--- src/rtl/imem_fetch_ctrl_pkg.sv ---
// imem_ctrl_pkg: shared types for the instruction-memory fetch controller.
//   imem_state_t  : controller state, encoding visible on state_o
//   fetch_entry_t : one buffered fetch response (instruction + its word PC)
package imem_ctrl_pkg;

  localparam int unsigned IMEM_ADDR_W = 10;
  localparam int unsigned IMEM_DATA_W = 32;

  typedef enum logic [1:0] {
    ST_LOAD = 2'd0,
    ST_RUN  = 2'd1,
    ST_HALT = 2'd2
  } imem_state_t;

  typedef struct packed {
    logic [IMEM_DATA_W-1:0] instr;
    logic [IMEM_ADDR_W-1:0] pc;
  } fetch_entry_t;

  function automatic imem_state_t reset_state(input bit boot_load);
    return boot_load ? ST_LOAD : ST_RUN;
  endfunction

endpackage

--- src/rtl/imem_fetch_ctrl_fifo.sv ---
// fetch_fifo: synchronous FIFO buffering memory read responses.
//   clk_i, rst_ni    : clock, synchronous active-low reset
//   push_i, wdata_i  : write one entry (ignored when full)
//   pop_i, rdata_o   : rdata_o is the head; pop_i removes it (ignored when empty)
//   flush_i          : empties the FIFO; has priority over push and pop
//   count_o, full_o, empty_o : occupancy status
module fetch_fifo #(
  parameter int unsigned DEPTH = 4,
  parameter int unsigned WIDTH = 42,
  localparam int unsigned CW   = $clog2(DEPTH + 1)
) (
  input  logic             clk_i,
  input  logic             rst_ni,
  input  logic             push_i,
  input  logic [WIDTH-1:0] wdata_i,
  input  logic             pop_i,
  input  logic             flush_i,
  output logic [WIDTH-1:0] rdata_o,
  output logic [CW-1:0]    count_o,
  output logic             full_o,
  output logic             empty_o
);

  localparam int unsigned PW = (DEPTH > 1) ? $clog2(DEPTH) : 1;

  logic [WIDTH-1:0] mem_q [DEPTH];
  logic [PW-1:0]    wr_q, wr_d, rd_q, rd_d;
  logic [CW-1:0]    cnt_q, cnt_d;
  logic             do_push, do_pop;

  function automatic logic [PW-1:0] ptr_inc(input logic [PW-1:0] p);
    return (p == PW'(DEPTH - 1)) ? '0 : p + PW'(1);
  endfunction

  assign full_o  = (cnt_q == CW'(DEPTH));
  assign empty_o = (cnt_q == '0);
  assign count_o = cnt_q;
  assign rdata_o = mem_q[rd_q];

  always_comb begin
    do_push = push_i && !full_o;
    do_pop  = pop_i && !empty_o;
    wr_d    = wr_q;
    rd_d    = rd_q;
    cnt_d   = cnt_q;
    if (flush_i) begin
      wr_d  = '0;
      rd_d  = '0;
      cnt_d = '0;
    end else begin
      if (do_push) wr_d = ptr_inc(wr_q);
      if (do_pop)  rd_d = ptr_inc(rd_q);
      cnt_d = cnt_q + CW'(do_push) - CW'(do_pop);
    end
  end

  always_ff @(posedge clk_i) begin
    if (!rst_ni) begin
      wr_q  <= '0;
      rd_q  <= '0;
      cnt_q <= '0;
    end else begin
      wr_q  <= wr_d;
      rd_q  <= rd_d;
      cnt_q <= cnt_d;
    end
  end

  always_ff @(posedge clk_i) begin
    if (do_push && !flush_i) mem_q[wr_q] <= wdata_i;
  end

endmodule

--- src/rtl/imem_fetch_ctrl.sv ---
// imem_fetch_ctrl: boot loader / sequential fetch controller for a
// word-addressed instruction memory with fixed read latency RD_LAT.
//   clk, rst_n                         : clock, synchronous active-low reset
//   ld_valid/ld_ready/ld_addr/ld_data  : loader write port (LOAD state only)
//   ld_done                            : loader finished, enter RUN
//   mem_addr/mem_re/mem_we/mem_wdata   : memory command port
//   mem_rdata                          : read data, RD_LAT cycles after mem_re
//   redirect/redirect_pc               : branch redirect pulse and target
//   halt                               : stop fetching until reset
//   if_valid/if_ready/if_instr/if_pc   : fetched-instruction handshake to IF/ID
//   state_o                            : current state (debug)
module imem_fetch_ctrl
  import imem_ctrl_pkg::*;
#(
  parameter int unsigned ADDR_W     = 10,
  parameter int unsigned RD_LAT     = 1,
  parameter int unsigned FIFO_DEPTH = 4,
  parameter int unsigned RESET_PC   = 0,
  parameter bit          BOOT_LOAD  = 1'b1
) (
  input  logic                   clk,
  input  logic                   rst_n,
  input  logic                   ld_valid,
  output logic                   ld_ready,
  input  logic [ADDR_W-1:0]      ld_addr,
  input  logic [IMEM_DATA_W-1:0] ld_data,
  input  logic                   ld_done,
  output logic [ADDR_W-1:0]      mem_addr,
  output logic                   mem_re,
  output logic                   mem_we,
  output logic [IMEM_DATA_W-1:0] mem_wdata,
  input  logic [IMEM_DATA_W-1:0] mem_rdata,
  input  logic                   redirect,
  input  logic [ADDR_W-1:0]      redirect_pc,
  input  logic                   halt,
  output logic                   if_valid,
  input  logic                   if_ready,
  output logic [IMEM_DATA_W-1:0] if_instr,
  output logic [ADDR_W-1:0]      if_pc,
  output logic [1:0]             state_o
);

  localparam int unsigned CW = $clog2(FIFO_DEPTH + 1);
  localparam int unsigned EW = IMEM_DATA_W + ADDR_W;

  imem_state_t       state_q;
  logic [ADDR_W-1:0] pc_q;
  logic [RD_LAT-1:0] vld_q;
  logic [ADDR_W-1:0] tag_q [RD_LAT];

  logic              kill, flush, issue, pop, push;
  logic [CW-1:0]     fifo_cnt;
  logic              fifo_empty, fifo_full_unused;
  logic [EW-1:0]     fifo_head;
  int unsigned       occ;

  always_comb begin
    // Redirect/halt discard everything buffered or in flight in the same cycle.
    kill     = (state_q == ST_RUN) && (redirect || halt);
    flush    = (state_q != ST_RUN) || redirect || halt;
    if_valid = (state_q == ST_RUN) && !kill && !fifo_empty;
    pop      = if_valid && if_ready;
    push     = vld_q[RD_LAT-1];
    occ      = 32'(fifo_cnt);
    for (int unsigned i = 0; i < RD_LAT; i++) occ += 32'(vld_q[i]);
    // A pop this cycle frees a slot before any new response can land, so it
    // is credited to keep one issue per cycle at minimum FIFO depth.
    issue    = (state_q == ST_RUN) && !kill && (occ < FIFO_DEPTH + 32'(pop));
    mem_we   = (state_q == ST_LOAD) && ld_valid;
    mem_re   = issue;
    mem_addr = mem_we ? ld_addr : pc_q;
    mem_wdata = mem_we ? ld_data : '0;
    ld_ready = (state_q == ST_LOAD);
    if_instr = if_valid ? fifo_head[EW-1:ADDR_W] : '0;
    if_pc    = if_valid ? fifo_head[ADDR_W-1:0] : '0;
  end

  assign state_o = state_q;

  always_ff @(posedge clk) begin
    if (!rst_n) begin
      state_q <= reset_state(BOOT_LOAD);
      pc_q    <= ADDR_W'(RESET_PC);
      vld_q   <= '0;
      for (int unsigned i = 0; i < RD_LAT; i++) tag_q[i] <= '0;
    end else begin
      case (state_q)
        ST_LOAD: begin
          if (ld_done) begin
            state_q <= ST_RUN;
            pc_q    <= ADDR_W'(RESET_PC);
          end
        end
        ST_RUN: begin
          if (halt)          state_q <= ST_HALT;
          else if (redirect) pc_q    <= redirect_pc;
          else if (issue)    pc_q    <= pc_q + ADDR_W'(1);
        end
        ST_HALT: state_q <= ST_HALT;
        default: state_q <= ST_HALT;
      endcase
      vld_q[0] <= issue;
      tag_q[0] <= pc_q;
      for (int unsigned i = 1; i < RD_LAT; i++) begin
        vld_q[i] <= vld_q[i-1] && !kill;
        tag_q[i] <= tag_q[i-1];
      end
    end
  end

  fetch_fifo #(
    .DEPTH (FIFO_DEPTH),
    .WIDTH (EW)
  ) u_fifo (
    .clk_i   (clk),
    .rst_ni  (rst_n),
    .push_i  (push),
    .wdata_i ({mem_rdata, tag_q[RD_LAT-1]}),
    .pop_i   (pop),
    .flush_i (flush),
    .rdata_o (fifo_head),
    .count_o (fifo_cnt),
    .full_o  (fifo_full_unused),
    .empty_o (fifo_empty)
  );

endmodule

--- config.mk ---
export PLATFORM = sky130hd
export DESIGN_NAME = imem_fetch_ctrl
export DESIGN_NICKNAME = d
export VERILOG_FILES = /design/src/rtl/imem_fetch_ctrl_pkg.sv /design/src/rtl/imem_fetch_ctrl_fifo.sv /design/src/rtl/imem_fetch_ctrl.sv
export SDC_FILE = /design/constraint.sdc
export NUM_CORES = 1
export LEC_CHECK = 0
export BUFFER_PORTS_ARGS = -buffer_cell sky130_fd_sc_hd__buf_2
export CAP_MARGIN = 20
export CORE_MARGIN = 1
export CORE_UTILIZATION = 45
export DETAILED_ROUTE_END_ITERATION = 8
export HOLD_SLACK_MARGIN = 0.08
export PLACE_DENSITY_LB_ADDON = 0.12
export SYNTH_ARGS = -nofsm -noshare
export SYNTH_HDL_FRONTEND = slang
export SYNTH_SLANG_ARGS = --single-unit
--- constraint.sdc ---
create_clock -name clk -period 2.2 [get_ports clk]
set_input_delay 0.11 -clock clk [delete_from_list [all_inputs] [get_ports clk]]
set_output_delay 0.11 -clock clk [all_outputs]
set_load 0.02 [all_outputs]
# Word level (Yosys, flattened, before mapping)
# Memory sizes are Yosys's and may differ from the RTL's. A register that Yosys moved wholly into a read port is not among the register bits.
# Index checks and enable logic that the tools add are counted.
# op_classes
add_sub_neg	7
n_lt_le_gt_ge	1
n_eq_ne	9
mux	22
n_bitwise	1
n_reduce_logical	23
# op_table
operator	count
two-way mux 10 bit	7
two-way mux 32 bit	2
one-hot mux 10 bit (2 select lines)	1
two-way mux 2 bit	6
adder 10 x 1 -> 10 bit (second input constant)	1
OR reduction 10 bit	1
logical AND 1 bit	9
two-way mux 1 bit	5
adder 2 x 1 -> 2 bit (second input constant)	2
adder 3 x 1 -> 4 bit	1
adder 3 x 1 -> 4 bit (first input constant)	1
== test 2 bit (second input constant)	2
logical NOT 1 bit	4
less-than comparator 4 bit	1
!= test 2 x 1 -> 1 bit (second input constant)	2
!= test 2 bit (second input constant)	2
one-hot mux 2 bit (2 select lines)	1
AND reduction 4 bit	1
adder 3 x 1 -> 3 bit	1
== test 3 bit (second input constant)	1
logical NOT 3 bit	1
logical OR 1 bit	3
!= test 3 bit (second input constant)	1
subtractor 3 x 1 -> 3 bit	1
6 further kinds	6
# totals
ff_bits	20
mem_bits_rw	178
output_inout_bits	90
word_cells	71
n_memories	2
# mem_list
memory	depth	width	rd	rd_clocked_by_memory_dff	write_ports	line_no	source
u_fifo.mem_q	4	42	1	1	1	imem_fetch_ctrl_fifo.sv:26	logic [WIDTH-1:0] mem_q [DEPTH];
tag_q	1	10	1	0	1	imem_fetch_ctrl.sv:49	logic [ADDR_W-1:0] tag_q [RD_LAT];

# Depth between registers and ports, before layout
# Gate-level depths: netlist (run 1).
# logic_depth
depth_word	13
ltp_mapped	11
mapped_depth_nobuf	10

# Hierarchy
# Synthesis (run 1) repeated with hierarchy kept, for this count alone.
# unflattened
cells_unflattened	493
area_unflattened_um2	8370.5
# modules_own_cells
module	instances	cells_each	area_per_inst_um2
fetch_fifo	1	271	6630.1
imem_fetch_ctrl	1	222	1740.4

# Worst setup path after synthesis (run 1)
# OpenSTA, ideal clock, no wires.
# synth_path
kind	register to register
from	register state_q[0], in the netlist state_o[0]
to	memory u_fifo.mem_q[3][0] (enable)
arrival_time_ps	2033
required_ps	1796
path_slack_ps	-237
stages_incl_launch_ff	4
path_buffers	0
cell_sequence	dfxtp_1 -> nor4b_4 -> and3_1 -> and2_1
# synth_via
elab_chain_len	7
# synth_rtl
item	line_no	source
start, declared	imem_fetch_ctrl.sv:46	imem_state_t state_q;
start signal, assigned	imem_fetch_ctrl.sv:82	state_q <= reset_state(BOOT_LOAD);
!= test 2 x 1 -> 1 bit	imem_fetch_ctrl.sv:60	flush = (state_q != ST_RUN) || redirect || halt;
logical OR 1 bit (2 in a row)	imem_fetch_ctrl.sv:60	
logical NOT 1 bit	imem_fetch_ctrl_fifo.sv:70	if (do_push && !flush_i) mem_q[wr_q] <= wdata_i;
logical AND 1 bit	imem_fetch_ctrl_fifo.sv:70	
two-way mux 1 bit	imem_fetch_ctrl_fifo.sv:70	
two-way mux 1 bit (implied by the code)	imem_fetch_ctrl_fifo.sv:70	
end, declared	imem_fetch_ctrl_fifo.sv:26	
# Every way passes these cells.

# Worst setup path after layout (run 1)
# layout_path
from	register u_fifo.cnt_q[2], in the netlist u_fifo.count_o[2]
to	register u_fifo.cnt_q[1], in the netlist u_fifo.count_o[1]
# layout_via
elab_chain_len	6
elab_cells_between_ends	10
cone_classes	add/sub (2); eq/ne (1); reduce/logical (7)
# layout_rtl
item	line_no	source
start, declared	imem_fetch_ctrl_fifo.sv:28	logic [CW-1:0] cnt_q, cnt_d;
start signal, assigned	imem_fetch_ctrl_fifo.sv:65	cnt_q <= cnt_d;
logical NOT 3 bit *	imem_fetch_ctrl_fifo.sv:36	assign empty_o = (cnt_q == '0);
logical NOT 1 bit *	imem_fetch_ctrl_fifo.sv:42, imem_fetch_ctrl.sv:61	
logical AND 1 bit	imem_fetch_ctrl.sv:61	if_valid = (state_q == ST_RUN) && !kill && !fifo_empty;
logical AND 1 bit	imem_fetch_ctrl.sv:62	pop = if_valid && if_ready;
logical AND 1 bit *	imem_fetch_ctrl_fifo.sv:42	do_pop = pop_i && !empty_o;
via u_fifo.do_pop	imem_fetch_ctrl_fifo.sv:29	logic do_push, do_pop;
subtractor 3 x 1 -> 3 bit *	imem_fetch_ctrl_fifo.sv:53	cnt_d = cnt_q + CW'(do_push) - CW'(do_pop);
# The timed path passes the listed nets; every way through them passes the cells marked *.
# A chain may end at the register's enable or synchronous reset.

==> reports/qor.csv, run 1 <==
stage,metric,value,unit
run_status,outcome,"complete, no violations",
sta,Max Freq,459,MHz
setup_path,CP max stage cell,fa_2,
setup_path,CP Class,reg -> reg,
clock_tree,clock sink total,200,
global_route,number of global-route vias before repair,5096,
floorplan,Top Ports,181,
placed_design,dpl cells,899,
cells_and_area,Layout area overhead,30.8,%
floorplan,starting density of the core,0.461,
sta,final worst slack,21.8,ps
global_route,global-route wire length before repair,26300,µm
drt,DR pass1 iterations,4,
synth,largest family of logic cells by synthesized area,multiplexers,
clock_tree,TritonCTS clock tree,built,
setup_path,WP data arrival,2550,ps
clock_tree,Worst-path clk slew,70,ps
power,Comb power frac,0.061,
synth,compound-gate portion of the synthesized area,0.0249,
placed_design,dpl hpwl,10800,µm
power,Net Sw Frac,0.203,
cells_and_area,fill count,1386,
floorplan,CORE AREA,0.0180,mm²
floorplan,row cnt,49,
sta,final count of pins violating max slew,0,
power,Flop pwr share,0.515,
setup_path,Required @ worst endpoint,2580,ps
synth,simple-gate area share of the yosys netlist,0.107,
sta,"Hold Vio Cnt, Final",0,
setup_path,Max stage delay on crit path,530,ps
setup_path,"setup slack, reg-to-reg",20,ps
drt,DRC Markers,0,
power,net switching power,0.00162,W
sta,Period minus WS final,2180,ps
cells_and_area,Post-Layout Inst Area,0.0109,mm²
synth,Post-synth EDFFs,168,
floorplan,Die Width,138,µm
drt,DR iter-0 viols,253,
clock_tree,Num CTS Buffers,17,
floorplan,Die ar.,0.0190,mm²
placed_design,GPL Wtd Cong,0.802,
power,Lkg Pwr,4.46,nW
sta,Relative slew margins,0.672,
power,Clk pwr share,0.425,
power,Max VDD drop,0.000514,V
sta,Worst-Margin Slew,492,ps
placed_design,Port Buf Inserts,180,
clock_tree,CTS Buffer Depth,2,
synth,Netlist cell types,41,
global_route,initial antenna violation count,0,
setup_path,crit end category,flop,
setup_path,critical-path cell list,or3_4 -> and2_4 -> nand2_4 -> inv_4 -> ha_4 -> inv_2 -> ha_4 -> fa_2 -> and3_4,
synth,cell count after synthesis,500,
floorplan,Die Ht,138,µm
placed_design,Placement Setup Slack,0.748,ps
min_path,Tightest Hold Check Type,in -> reg,
setup_path,"most used cell, CP",ha_4,
synth,post-synthesis sequential element count,200,
synth,syn nets,603,
cells_and_area,"most common cell after layout, fill and taps aside",buf_2,
clock_tree,Clock Latency Late Sink,430,ps
drt,via count,5111,
cells_and_area,share of layout cells above drive strength 1,0.418,
cells_and_area,most frequent cells in the layout,"buf_2 (180), edfxtp_1 (168), and3_1 (77)",
synth,post-synthesis mux area share,0.129,
synth,Async SR Flop Fraction,0,
flow_run,maxcap violations,0,
sta,final setup fails,0,
drt,Avg WL per Cell,17.6,µm
synth,sequential fraction of the synthesis area,0.685,
cells_and_area,Util after Layout,0.603,
sta,clock skew,14.9,ps
setup_path,worst path bufs/invs,2,
synth,Synth Warn #,0,
synth,Post-Syn Area,0.00830,mm²
clock_tree,Root Buffer,clkbuf_16,
synth,top_reg_cell synth,edfxtp_1,
cells_and_area,Inserted Diodes,0,
global_route,gr usage total,0.187,
setup_path,crit-path max FO,2,
setup_path,Top delay family on crit path,adder cells,
sta,unrepaired setup endpoints after global routing,yes,
synth,syn_area_per_cell,16.6,µm²
drt,Via-to-Cell Ratio,5.22,
placed_design,"Cell Area, Placed",0.00966,mm²
power,pwr dens,734,mW/mm²
synth,Synth Area in Adders,0.0190,
global_route,GR Overflow Total,0,
global_route,pin count of the biggest net entering global routing,45,
drt,Detail Route Antenna Nets,0,
power,Pint,0.00635,W
cells_and_area,"Cell Count, Final, Fillers Out",980,
cells_and_area,Final #Nets,842,
drt,total wire length,17200,µm
clock_tree,CTS H-Tree Depth,4,
sta,fin crit share,0.990,
setup_path,Setup crit start kind,flop,
synth,XOR/XNOR share of the synthesized area,0.0105,
worst register-to-register path, cell delays in order, from the launching register on:
cell     delay, ps
dfxtp_2        320
or3_4          390
and2_4         180
nand2_4         60
inv_4           40
ha_4           250
inv_2           40
ha_4           150
fa_2           530
and3_4         170
cell usage after synthesis (6+ instances only):
master | n | area [µm²]
inv_1 | 15 | 56.3
and2_1 | 9 | 56.3
nand2_1 | 26 | 97.6
and3_1 | 78 | 488
clkbuf_1 | 22 | 82.6
buf_2 | 8 | 40.0
nand3_1 | 6 | 30.0
o21ai_0 | 7 | 35.0
edfxtp_1 | 168 | 5040
a21oi_1 | 7 | 35.0
ha_1 | 11 | 138
mux4_2 | 42 | 946
o21ai_2 | 6 | 52.6
xor2_1 | 6 | 52.6
dfxtp_1 | 32 | 641
mux2_1 | 9 | 101
sequential cells by signal (all words and copies together), names as in the netlist, named ones only:
register and count:
state_o 2, pc_q 10, u_fifo.mem_q 168, u_fifo.wr_q 2
tag_q 10, u_fifo.rd_q 2, u_fifo.count_o 3, push 1
what timing repair did:
item                                    CTS  global route
resized for setup                         4            13
endpoints found under the setup margin   24            14
hold buffers                             46             0
hold endpoints to repair                144             0
pin swaps                                 0             4
buffers inserted                          2             2
layer usage:
layer	GRT usage	vias up	share of wire	wire [µm]
li1	-	2418	-	-
met1	0.235	2541	0.44	7490
met2	0.321	139	0.51	8850
met3	0.0445	13	0.043	734
met4	0.0556	0	0.0080	137
met5	0	-	0	0
path summary, 6_finish.rpt:
kind | from | end | cells past startpoint
max | u_fifo.count_o[2] | u_fifo.count_o[1] | 9
min | ld_done | state_o[0] | 4
max reg2reg | u_fifo.count_o[2] | u_fifo.count_o[1] | 9
min reg2reg | tag_q[0][5] | u_fifo.mem_q[3][5] | 0
layout make-up:
class                   instances  area [µm²]  area share
multi-input cells             252        2460       0.227
inverters                      15        58.8     0.00541
well taps                     229         287      0.0264
clock inverters                13         218      0.0200
clock buffers                  18         429      0.0395
flip-flops and latches        200        5690       0.524
repair buffers                253        1710       0.158
cell families (layout without fill, tap and decap cells):
family | after synthesis | count (layout)
flops | 200 | 200
simple gates | 148 | 148
mux | 53 | 53
buf+inv | 48 | 299
compound gates | 29 | 29
fa+ha+maj | 12 | 12
xor+xnor | 10 | 10
stage by stage:
stage | hold slack [ps] | TNS, ps | power [W]
after detailed placement | 330 | 0 | 0.00460
after CTS | 96.4 | 0 | 0.00803
final | 116 | 0 | 0.00797
after global routing | 124 | -44.0 | 0.00823
after floorplan | 209 | -34.1 | 0.00441
after global placement | 322 | 0 | 0.00459
power groups by stage:
stage               combinational (W)  clock [W]  sequential, W
finish                       0.000484    0.00339        0.00410
global placement             0.000407          0        0.00419
global route                 0.000526    0.00360        0.00410
floorplan                    0.000221          0        0.00419
CTS                          0.000482    0.00345        0.00410
detailed placement           0.000416          0        0.00419
Note: power is estimated with default switching activity, not from simulation.
==> inputs of run 2 (changes only) <==
- CORE_ASPECT_RATIO: unset -> 2
==> reports/qor.csv, run 2 (synthesis gave the netlist of run 1 again) <==
stage,metric,value,unit,change
run_status,outcome,"complete, but fails checks",,
run_status,failing checks,"design-rule violations, negative setup slack",,
global_route,gr usage total,0.186,,-0.00155
sta,"Hold Vio Cnt, Final",0,,unchanged
sta,clock skew,9.18,ps,-5.75 ps
power,Max VDD drop,0.000445,V,-13%
power,Lkg Pwr,4.39,nW,-1.5%
power,net switching power,0.00176,W,+8.8%
drt,total wire length,17100,µm,-0.52%
sta,Period minus WS final,2200,ps,+22.2 ps
setup_path,crit-path max FO,4,,+2
drt,Via-to-Cell Ratio,5.34,,+2.4%
cells_and_area,Final #Nets,835,,-0.83%
drt,DRC Markers,7,,+7
cells_and_area,Layout area overhead,28.0,%,
cells_and_area,Post-Layout Inst Area,0.0106,mm²,-2.1%
global_route,number of global-route vias before repair,5428,,+6.5%
drt,Avg WL per Cell,17.9,µm,+1.8%
sta,Max Freq,454,MHz,-1.0%
flow_run,maxcap violations,0,,unchanged
cells_and_area,Reg with most FFs,u_fifo.mem_q,,
placed_design,Port Buf Inserts,180,,unchanged
global_route,GR Overflow Total,0,,unchanged
cells_and_area,Inserted Diodes,0,,unchanged
setup_path,CP max stage cell,fa_2,,
global_route,global-route wire length before repair,27100,µm,+3.0%
drt,DR pass1 iterations,6,,+2
power,Pint,0.00584,W,-8.1%
sta,fin crit share,1.00,,+0.0101
sta,unrepaired setup endpoints after global routing,yes,,
setup_path,critical-path cell list,or3_4 -> and2_4 -> nand2_4 -> inv_1 -> ha_1 -> inv_1 -> ha_2 -> fa_2 -> and3_1,,
clock_tree,Worst-path clk slew,80,ps,about the same
drt,DR iter-0 viols,153,,-40%
setup_path,crit end category,flop,,
sta,Worst-Margin Slew,467,ps,-24.8 ps
cells_and_area,most frequent cells in the layout,"buf_2 (179), edfxtp_1 (168), and3_1 (78)",,
drt,Detail Route Antenna Nets,0,,unchanged
cells_and_area,fill count,1424,,+2.7%
clock_tree,CTS H-Tree Depth,4,,unchanged
drt,via count,5117,,+0.12%
clock_tree,Clock Latency Late Sink,430,ps,about the same
floorplan,Die Ht,194,µm,+41%
cells_and_area,share of layout cells above drive strength 1,0.409,,-0.00871
power,Flop pwr share,0.540,,+0.025
setup_path,Max stage delay on crit path,430,ps,-100 ps
placed_design,GPL Wtd Cong,0.803,,+0.15%
cells_and_area,FF/Latch Area,0.00569,mm²,about the same
power,Comb power frac,0.063,,+0.002
floorplan,Die Width,98.1,µm,-29%
sta,final setup fails,1,,+1
floorplan,CORE AREA,0.0179,mm²,-0.85%
floorplan,starting density of the core,0.465,,+0.00397
min_path,Tightest Hold Check Type,in -> reg,,
floorplan,Die ar.,0.0190,mm²,+0.17%
global_route,pin count of the biggest net entering global routing,49,,+8.9%
setup_path,Setup crit start kind,flop,,
placed_design,dpl hpwl,11000,µm,+1.6%
cells_and_area,top flop regs,"u_fifo.mem_q x168, pc_q x10, tag_q x10",,
sta,final worst slack,-0.402,ps,-22.2 ps
placed_design,"Cell Area, Placed",0.00954,mm²,-1.2%
clock_tree,clock sink total,200,,unchanged
cells_and_area,"most common cell after layout, fill and taps aside",buf_2,,
setup_path,WP data arrival,2530,ps,-20 ps
clock_tree,Num CTS Buffers,17,,unchanged
cells_and_area,area of the multi-input gates,0.00243,mm²,-1.2%
sta,Relative slew margins,0.689,,+0.0165
setup_path,Required @ worst endpoint,2530,ps,-50 ps
setup_path,CP Class,reg -> reg,,
floorplan,Top Ports,181,,unchanged
setup_path,"most used cell, CP",inv_1,,
floorplan,row cnt,69,,+41%
cells_and_area,max reg flops,168,,unchanged
clock_tree,Root Buffer,clkbuf_16,,
clock_tree,TritonCTS clock tree,built,,
sta,Fin Hold WS,157,ps,+41.4 ps
power,Net Sw Frac,0.232,,+0.0286
global_route,initial antenna violation count,0,,unchanged
power,Clk pwr share,0.397,,-0.028
power,pwr dens,715,mW/mm²,-2.6%
sta,final count of pins violating max slew,0,,unchanged
placed_design,Placement Setup Slack,-2.70,ps,-3.44 ps
clock_tree,CTS Buffer Depth,2,,unchanged
==> run 2: metrics by stage <==
step	total power [W]	utilization	setup TNS [ps]	instances
detailed placement	0.00460	0.534	-60.6	877
global placement	0.00459	0.534	0	877
floorplan	0.00441	-	-34.1	500
CTS	0.00766	0.594	0	957
finish	0.00760	0.595	-0.402	958
global route	0.00783	0.595	-62.7	958
==> run 2: final timing paths <==
kind                            depth (start not counted)  slack, ps                  to         startpoint
worst max register to register                          9       -0.4   u_fifo.count_o[1]  u_fifo.count_o[0]
worst min register to register                          0        470  u_fifo.mem_q[2][6]        tag_q[0][6]
worst min-delay path                                    4        160          state_o[0]            ld_done
worst max-delay path                                    9       -0.4   u_fifo.count_o[1]  u_fifo.count_o[0]
==> run 2: power by group through the flow <==
stage / clock [W] / sequential [W] / combinational (W)
global route: 0.00321 / 0.00410 / 0.000520
floorplan: 0 / 0.00419 / 0.000221
finish: 0.00302 / 0.00410 / 0.000480
global placement: 0 / 0.00419 / 0.000404
CTS: 0.00307 / 0.00410 / 0.000482
detailed placement: 0 / 0.00419 / 0.000415
==> run 2: worst max-delay path, delay by kind of cell (launching register included) <==
kind / cells / cell delay, ps
adders and majority gates: 3 / 870
buffers and inverters: 2 / 100
DFF: 1 / 340
and+or+nand+nor: 4 / 800
==> run 2: routing by layer <==
metal | routed length (µm) | track usage | vias up
li1 | - | - | 2404
met1 | 6450 | 0.192 | 2510
met2 | 9600 | 0.363 | 184
met3 | 802 | 0.0371 | 19
met4 | 265 | 0.0623 | 0
met5 | 0 | 0 | -
==> run 2: what timing repair did <==
action                                 CTS  global route
pin swaps                                0             2
gates resized for setup                  3             6
buffers inserted                         2             1
endpoints found under the hold margin  144             0
setup endpoints to repair              150            13
hold buffers                            46             0
==> run 2: final cells by class <==
cell class	count	area share
Tap cell	213	0.0251
Clock buffer	17	0.0400
Inverter	15	0.00530
Timing Repair Buffer	246	0.151
Multi-Input combinational cell	252	0.229
Sequential cell	200	0.536
Clock inverter	15	0.0140
==> inputs of run 3 (changes only) <==
==> constraint.sdc (replaced) <==
create_clock -name clk -period 2.2 [get_ports clk]
set_input_delay 0 -clock clk [delete_from_list [all_inputs] [get_ports clk]]
set_output_delay 0 -clock clk [all_outputs]
set_load 0.02 [all_outputs]
==> reports/qor.csv, run 3 (synthesis gave the netlist of run 1 again) <==
stage,metric,value,unit,change
cells_and_area,fill count,1399,,-1.8%
placed_design,dpl hpwl,11300,µm,+2.9%
power,Lkg Pwr,4.41,nW,+0.44%
sta,final setup fails,0,,-1
power,pwr dens,709,mW/mm²,-0.92%
floorplan,starting density of the core,0.465,,unchanged
clock_tree,CTS Buffer Depth,2,,unchanged
placed_design,GPL Wtd Cong,0.841,,+4.7%
global_route,initial antenna violation count,0,,unchanged
cells_and_area,most frequent cells in the layout,"buf_2 (180), edfxtp_1 (168), and3_1 (78)",,
global_route,pin count of the biggest net entering global routing,49,,unchanged
power,Net Sw Frac,0.223,,-0.00902
cells_and_area,Util after Layout,0.599,,+0.00385
placed_design,Port Buf Inserts,180,,unchanged
sta,fin crit share,0.970,,-0.0297
drt,Detail Route Antenna Nets,0,,unchanged
cells_and_area,Reg with most FFs,u_fifo.mem_q,,
cells_and_area,top flop regs,"u_fifo.mem_q x168, pc_q x10, tag_q x10",,
setup_path,crit-path max FO,3,,-1
cells_and_area,share of layout cells above drive strength 1,0.413,,+0.00394
floorplan,Die Width,98.1,µm,unchanged
sta,final count of pins violating max slew,0,,unchanged
power,net switching power,0.00169,W,-4.2%
setup_path,Setup crit start kind,flop,,
sta,Relative slew margins,0.664,,-0.0246
drt,DRC Markers,7,,unchanged
power,Clk pwr share,0.395,,-0.002
drt,top layer used by detailed routing,met4,,
global_route,GR Overflow Total,0,,unchanged
sta,clock skew,15.6,ps,+6.46 ps
cells_and_area,"Cell Count, Final, Fillers Out",963,,+0.52%
sta,"Hold Vio Cnt, Final",0,,unchanged
sta,Period minus WS final,2130,ps,-65.4 ps
clock_tree,Num CTS Buffers,17,,unchanged
clock_tree,CTS H-Tree Depth,4,,unchanged
floorplan,CORE AREA,0.0179,mm²,unchanged
drt,Via-to-Cell Ratio,5.35,,+0.14%
cells_and_area,Inserted Diodes,0,,unchanged
setup_path,CP Class,reg -> reg,,
sta,Max Freq,468,MHz,+3.1%
cells_and_area,Layout area overhead,28.8,%,
drt,DR iter-0 viols,219,,+43%
setup_path,Critical path origin,u_fifo.count_o[2],,
min_path,hold path depth,4,,unchanged
setup_path,crit end category,flop,,
setup_path,WP data arrival,2450,ps,-80 ps
setup_path,reg2reg path depth,9,,unchanged
drt,DR pass1 iterations,8,,+2
power,Max VDD drop,0.000368,V,-17%
cells_and_area,max reg flops,168,,unchanged
drt,Avg WL per Cell,17.7,µm,-1.1%
clock_tree,clock sink total,200,,unchanged
drt,metal3 WL,921,µm,+15%
clock_tree,Clock Latency Late Sink,430,ps,about the same
drt,wl on met1,6220,µm,-3.6%
power,Pint,0.00589,W,+0.89%
power,Flop pwr share,0.541,,about the same
drt,total wire length,17000,µm,-0.58%
run_status,failing checks,design-rule violations,,
global_route,number of global-route vias before repair,5465,,+0.68%
setup_path,Required @ worst endpoint,2520,ps,about the same
power,Comb power frac,0.064,,about the same
placed_design,dpl cells,881,,+0.46%
setup_path,FF-to-FF Start,u_fifo.count_o[2],,
drt,via count,5151,,+0.66%
run_status,outcome,"complete, but fails checks",,
cells_and_area,"most common cell after layout, fill and taps aside",buf_2,,
floorplan,Die Ht,194,µm,unchanged
sta,unrepaired setup endpoints after global routing,yes,,
min_path,Tightest Hold Check Type,in -> reg,,
floorplan,Die ar.,0.0190,mm²,unchanged
drt,Detail Route met2 WL,9550,µm,-0.56%
clock_tree,TritonCTS clock tree,built,,
min_path,Hold Crit Start,redirect,,
flow_run,maxcap violations,0,,unchanged
clock_tree,Worst-path clk slew,80,ps,about the same
global_route,gr usage total,0.185,,-0.00114
floorplan,Top Ports,181,,unchanged
sta,Worst-Margin Slew,504,ps,+36.9 ps
floorplan,row cnt,69,,unchanged
clock_tree,Root Buffer,clkbuf_16,,
cells_and_area,Final #Nets,840,,+0.60%
global_route,global-route wire length before repair,26800,µm,-0.94%
## run 3: cell count changes in the layout (fill, tap and decap cells not counted), moves of 2 or more
cell / delta
buf_4: +3
ha_4: +2
inv_1: -2
inv_4: -2
inv_6: +3
inv_8: -5
## run 3: worst paths after layout
| path | to | slack (ps) |
|---|---|---|
| hold / removal | pc_q[9] | 180 |
| hold reg to reg | u_fifo.mem_q[3][0] | 470 |
| setup reg to reg | u_fifo.count_o[1] | 70 |
| setup / recovery | u_fifo.count_o[1] | 70 |
## run 3: stage by stage
stage | setup slack, ps | power (W) | hold WS [ps] | setup TNS, ps | cell area [µm²]
6_report | 65.0 | 0.00758 | 181 | 0 | 10700
5_1_grt | -7.44 | 0.00782 | 183 | -7.44 | 10700
4_1_cts | 12.1 | 0.00766 | 92.0 | 0 | 10600
3_5_place_dp | -2.55 | 0.00460 | 218 | -25.3 | 9570
3_3_place_gp | 41.4 | 0.00459 | 213 | 0 | 9570
2_1_floorplan | -30.3 | 0.00441 | 98.9 | -34.1 | 8320
## run 3: cell type report
cell class,instances,area (µm²),area share
sequential,200,5690,0.532
multi-input combinational,252,2450,0.229
timing repair buffer,251,1640,0.154
clock buffer,19,454,0.0425
tap,213,267,0.0249
clock inverter,13,130,0.0122
inverter,15,58.8,0.00550
## run 3: power groups by stage
stage          Sequential [W]  Clock [W]  Combinational (W)
3_3_place_gp          0.00419          0           0.000405
3_5_place_dp          0.00419          0           0.000413
4_1_cts               0.00410    0.00307           0.000483
6_report              0.00410    0.00300           0.000482
5_1_grt               0.00410    0.00320           0.000523
2_1_floorplan         0.00419          0           0.000221
## run 3: worst max-delay path, cell delays in order, from the launching register on
cell and delay [ps]:
dfxtp_2 320, or3_4 380, and2_4 190, nand2_4 70
inv_4 40, ha_4 240, inv_2 40, ha_4 150
fa_1 430, and3_1 170
## run 3: timing repair
action,in CTS,in global routing
setup buffers,0,3
pin swaps,0,3
gates resized for setup,3,10
endpoints found under the hold margin,156,0
hold buffers,47,0
setup endpoints to repair,36,12
gates cloned,0,0
## run 3: routing by layer
metal  GRT usage  up-vias
met5           0        -
met4      0.0634        0
met3      0.0415       24
met2       0.361      205
met1       0.187     2511
li1            -     2411
